==> config.mk <==
export PLATFORM = sky130hd
export DESIGN_NAME = freq_counter_bcd
export DESIGN_NICKNAME = d
export VERILOG_FILES = /design/src/rtl/freq_counter_bcd.sv
export SDC_FILE = /design/constraint.sdc
export NUM_CORES = 1
export LEC_CHECK = 0
export ABC_AREA = 1
export ABC_CLOCK_PERIOD_IN_PS = 4300
export BUFFER_PORTS_ARGS = -buffer_cell sky130_fd_sc_hd__buf_4
export CELL_PAD_IN_SITES_DETAIL_PLACEMENT = 1
export CELL_PAD_IN_SITES_GLOBAL_PLACEMENT = 2
export CORE_MARGIN = 2
export CORE_UTILIZATION = 36
export DETAILED_ROUTE_END_ITERATION = 10
export PLACE_DENSITY_LB_ADDON = 0.1
export SETUP_SLACK_MARGIN = 0.02
export SLEW_MARGIN = 10
export SYNTH_ARGS = -nofsm -noshare
export SYNTH_HDL_FRONTEND = slang
export SYNTH_SLANG_ARGS = --single-unit
export TNS_END_PERCENT = 20
==> constraint.sdc <==
create_clock -name clk_i -period 4.3 [get_ports clk_i]
set_input_delay 0.43 -clock clk_i [delete_from_list [all_inputs] [get_ports clk_i]]
set_output_delay 0.43 -clock clk_i [all_outputs]
set_load 0.05 [all_outputs]
==> src/rtl/freq_counter_bcd.sv <==
// freq_counter_bcd: gated BCD frequency counter for the seven-segment display
// Counts synchronized rising edges of fxin_i over GATE_CYCLES clocks and
// latches the count as packed BCD at the end of each back-to-back window.
// Ports:
//   clk_i       system clock
//   rst_n_i     synchronous active-low reset
//   en_i        measurement enable; low holds the block idle
//   fxin_i      asynchronous signal under test
//   bcd_o       latched count, digit 0 (units) in bits [3:0]
//   valid_o     one-cycle pulse when bcd_o / overflow_o update
//   overflow_o  last window exceeded 10^DIGITS-1 edges
module freq_counter_bcd #(
    parameter int GATE_CYCLES = 100_000_000,
    parameter int DIGITS      = 8
) (
    input  logic                clk_i,
    input  logic                rst_n_i,
    input  logic                en_i,
    input  logic                fxin_i,
    output logic [4*DIGITS-1:0] bcd_o,
    output logic                valid_o,
    output logic                overflow_o
);
    localparam int W  = 4 * DIGITS;
    localparam int GW = $clog2(GATE_CYCLES);
    localparam logic [GW-1:0] LAST = GW'(GATE_CYCLES - 1);

    typedef enum logic {IDLE, MEAS} state_e;

    state_e        state_q, state_d;
    logic          s1_q, s2_q, sp_q, rise;
    logic [GW-1:0] gate_q, gate_d;
    logic [W-1:0]  acc_q, acc_d, acc_inc, bcd_q, bcd_d;
    logic          ov_q, ov_d, valid_q, valid_d, overflow_q, overflow_d;
    logic          all_nines;

    assign rise       = s2_q & ~sp_q;
    assign bcd_o      = bcd_q;
    assign valid_o    = valid_q;
    assign overflow_o = overflow_q;

    // Decimal ripple increment; all_nines doubles as the carry chain and
    // ends up set only when every digit is 9.
    always_comb begin
        acc_inc   = acc_q;
        all_nines = 1'b1;
        for (int d = 0; d < DIGITS; d++) begin
            acc_inc[4*d +: 4] = all_nines ? ((acc_q[4*d +: 4] == 4'd9) ? 4'd0 : acc_q[4*d +: 4] + 4'd1)
                                          : acc_q[4*d +: 4];
            all_nines = all_nines & (acc_q[4*d +: 4] == 4'd9);
        end
    end

    always_comb begin
        state_d    = state_q;
        gate_d     = gate_q;
        acc_d      = acc_q;
        ov_d       = ov_q;
        bcd_d      = bcd_q;
        overflow_d = overflow_q;
        valid_d    = 1'b0;
        if (state_q == IDLE || !en_i) begin
            // idle, or enable dropped: discard the partial window
            state_d = en_i ? MEAS : IDLE;
            gate_d  = '0;
            acc_d   = '0;
            ov_d    = 1'b0;
        end else if (gate_q == LAST) begin
            // an edge on the last cycle belongs to the next window
            bcd_d      = acc_q;
            overflow_d = ov_q;
            valid_d    = 1'b1;
            gate_d     = '0;
            acc_d      = W'(rise);
            ov_d       = 1'b0;
        end else begin
            gate_d = gate_q + GW'(1);
            if (rise) begin
                acc_d = all_nines ? acc_q : acc_inc;
                ov_d  = ov_q | all_nines;
            end
        end
    end

    always_ff @(posedge clk_i) begin
        if (!rst_n_i) begin
            state_q    <= IDLE;
            s1_q       <= 1'b0;
            s2_q       <= 1'b0;
            sp_q       <= 1'b0;
            gate_q     <= '0;
            acc_q      <= '0;
            ov_q       <= 1'b0;
            bcd_q      <= '0;
            valid_q    <= 1'b0;
            overflow_q <= 1'b0;
        end else begin
            state_q    <= state_d;
            s1_q       <= fxin_i;
            s2_q       <= s1_q;
            sp_q       <= s2_q;
            gate_q     <= gate_d;
            acc_q      <= acc_d;
            ov_q       <= ov_d;
            bcd_q      <= bcd_d;
            valid_q    <= valid_d;
            overflow_q <= overflow_d;
        end
    end
endmodule

==> impl_metrics.py <==
metrics = {
    "placed_design": {
        "dp_hpwl_mm": 8.255,
        "place_inst": 845,
        "io_buffers": 37,
        "finalWeightedCongestion": 0.7972,
        "place_area_sq_mm": 0.004942,
    },
    "timing": {
        "finClkSkew_ns": 0.005779,
        "slew-limit-headroom_pct": 34.17,
        "max_freq_mhz": 384.3,
        "hold_violations": 0,
        "slew_violations": 0,
        "worst_pin_slew_ns": 0.9863,
        "grt_setup_unrepaired": "no",
        "timing.final.crit_period_ns": 2.602,
        "finalCritPeriodShare_pct": 60.52,
        "setup_violations": 0,
        "tns_ns": 0,
    },
    "critical_path": {
        "crit_slowest_cell": "inv_2",
        "worstPathArrival_ns": 2.88,
        "start_kind": "register",
        "crit_top_cell": "nand2_1",
        "slowest_delay_ns": 0.58,
        "path_class": "register to register",
        "crit_buf_inv": 2,
        "cp-end-kind": "register",
        "crit_family": "simple AND/OR/NAND/NOR gates",
        "crit_chain": "ha_1 > nand2_1 > inv_2 > nand2_1 > nor2_2 > nand2_1 > nor2_1 > nand2_1 > nand2_1 > inv_2 > o21ai_0 > a21oi_1",
        "worstPathRequired_ns": 4.58,
        "crit_fanout": 27,
    },
    "final_layout": {
        "final_common_cell": "nand2_1",
        "stdcell_area_sq_mm": 0.005295,
        "stdcell_count": 861,
        "nets": 693,
        "syn_to_final_growth_pct": 17.39,
        "most-common-layout-cells": "nand2_1 (184), dfxtp_1 (98), inv_1 (76)",
        "layout-drive-gt1-share_pct": 10.68,
        "diodes": 0,
    },
    "logic_synthesis": {
        "syn-num-nets": 660,
        "avgSynthCellArea_sq_um": 6.886,
        "netlist_area_sq_mm": 0.004511,
        "synth_cell_types": 34,
        "ys_seq_area_share_pct": 43.50,
        "synth_seq_cells": 98,
        "synth_cells": 655,
        "synth.yosys.warnings": 0,
    },
    "route": {
        "routed_wl_mm": 11.84,
        "routedWlPerCell_um": 13.75,
        "drcViolationCount": 0,
        "via_per_inst": 4.854,
        "ant_nets": 0,
        "vias": 4179,
        "drtIter0Drc": 137,
        "dr.pass1.iters": 4,
    },
    "cts": {
        "clockBufferDepth": 2,
        "cts-buffers-inserted": 9,
        "cts_tree": "done",
        "cts_setup_buffers": 0,
        "clock_sinks": 98,
        "cts_resized": 0,
        "root_buffer": "clkbuf_16",
        "htree_levels": 3,
        "postCtsHoldBufs": 0,
        "clk_latency_ns": 0.35,
        "path_clk_slew_ns": 0.07,
    },
    "pwr": {
        "vdd_drop_max_uv": 201.3,
        "powerDensity_mw_per_mm2": 357.9,
        "total_power_w": 0.001895,
        "power.leakage_nw": 1.922,
    },
    "floorplan": {
        "die_height_um": 115.9,
        "fp-row-count": 40,
        "io-pin-count": 38,
        "die_area_sq_mm": 0.01344,
        "coreArea_sq_mm": 0.01211,
        "die_w_um": 115.9,
        "start_util_pct": 37.24,
    },
    "global_route": {
        "grt-ovfl-total": 0,
        "antenna_found_initial": 0,
        "grt_pass1_wl_mm": 19.84,
        "grt_max_degree": 36,
        "grt_pass1_vias": 4175,
        "track_usage_pct": 18.76,
    },
    "flow_run": {
        "maxCapViolations": 0,
    },
    "worst_hold_path": {
        "hp-class": "input pin to register",
    },
    "status": {
        "status": "finished, final reports clean",
    },
}
-- metal layers --
metal / up-vias / part of all wire [%] / routed length, um / global-route usage [%]
met1: 1959 / 50 / 5899 / 24.31
met3: 11 / 2.2 / 260 / 2.824
met5: - / 0 / 0 / 0
met2: 38 / 47 / 5528 / 31.97
met4: 0 / 1.3 / 154 / 6.429
li1: 2171 / - / - / -
-- report_power, final --
group          switching (W)   total, W  internal, W
clock network       0.000362   0.000961     0.000599
registers        0.000000875   0.000910     0.000909
logic              0.0000190  0.0000247   0.00000571
total               0.000382    0.00190      0.00151
-- per-stage QoR --
| step | hold slack (ns) | utilization, % | setup WS (ns) |
|---|---|---|---|
| floorplan | 0.3900 | - | 2.494 |
| global route | 0.2709 | 43.72 | 1.342 |
| finish | 0.2654 | 43.72 | 1.698 |
| detailed placement | 0.4288 | 40.81 | 1.669 |
| CTS | 0.2576 | 43.72 | 1.655 |
| global placement | 0.3955 | 40.81 | 1.823 |
-- cells in the mapped netlist --
cell type,n,share of area (%)
nand4_1,27,3.7
o21ai_0,22,2.4
nor2_1,72,6.0
buf_2,8,0.89
nand2_1,184,15
clkinv_1,1,0.083
nor2_4,3,0.75
dfxtp_1,98,43
nand3b_1,1,0.17
a21oi_1,71,7.9
a31oi_1,3,0.42
nor4_1,2,0.28
buf_1,2,0.17
buf_6,1,0.25
nand2_2,1,0.14
or2_2,2,0.28
ha_1,1,0.28
inv_2,5,0.42
nand3_4,1,0.39
nand3_1,20,2.2
nor3b_1,5,0.83
xor2_1,12,2.3
o211ai_1,2,0.33
nor3_2,1,0.22
a211oi_1,2,0.33
nor2_2,2,0.28
nor2b_1,1,0.14
clkbuf_1,8,0.67
xnor2_1,1,0.19
o31a_1,1,0.19
nor3_1,16,1.8
inv_1,76,6.3
o21a_1,2,0.33
nand4_4,1,0.47
-- worst paths after layout --
kind / slack, ns / depth (start not counted) / end / startpoint
setup / recovery: 1.70 / 12 / gate_q[10] / gate_q[0]
hold reg to reg: 0.43 / 2 / s2_q / s1_q
hold / removal: 0.27 / 3 / state_q / en_i
setup reg to reg: 1.70 / 12 / gate_q[10] / gate_q[0]
-- worst reg2reg max path, stage by stage, from the launching register on --
cell	delay, ns
dfxtp_1	0.33
ha_1	0.21
nand2_1	0.07
inv_2	0.04
nand2_1	0.11
nor2_2	0.07
nand2_1	0.11
nor2_1	0.06
nand2_1	0.20
nand2_1	0.42
inv_2	0.58
o21ai_0	0.19
a21oi_1	0.15
-- layout make-up --
class / instances / area, sq um
fill: 1581 / 6817
multi-input combinational: 456 / 2155
sequential: 98 / 1962
timing repair buffer: 41 / 307.8
inverter: 82 / 307.8
clock buffer: 11 / 252.7
tap: 168 / 210.2
clock inverter: 5 / 100.1
-- sequential cells by signal, indices dropped and copies added (netlist names) --
signal	flops
state_q	1
overflow_o	1
ov_q	1
s2_q	1
gate_q	27
bcd_o	32
sp_q	1
s1_q	1
acc_q	32
valid_o	1
-- logic make-up after synthesis --
group | Yosys count | synth area share (%)
AO/OA/AOI/OAI | 103 | 11.93
flip-flops | 98 | 43.50
buffers and inverters | 101 | 8.793
adder cells (fa/ha/maj) | 1 | 0.2773
AND/OR/NAND/NOR | 339 | 32.98
XOR/XNOR | 13 | 2.524
Note: power is estimated with default switching activity, not from simulation.
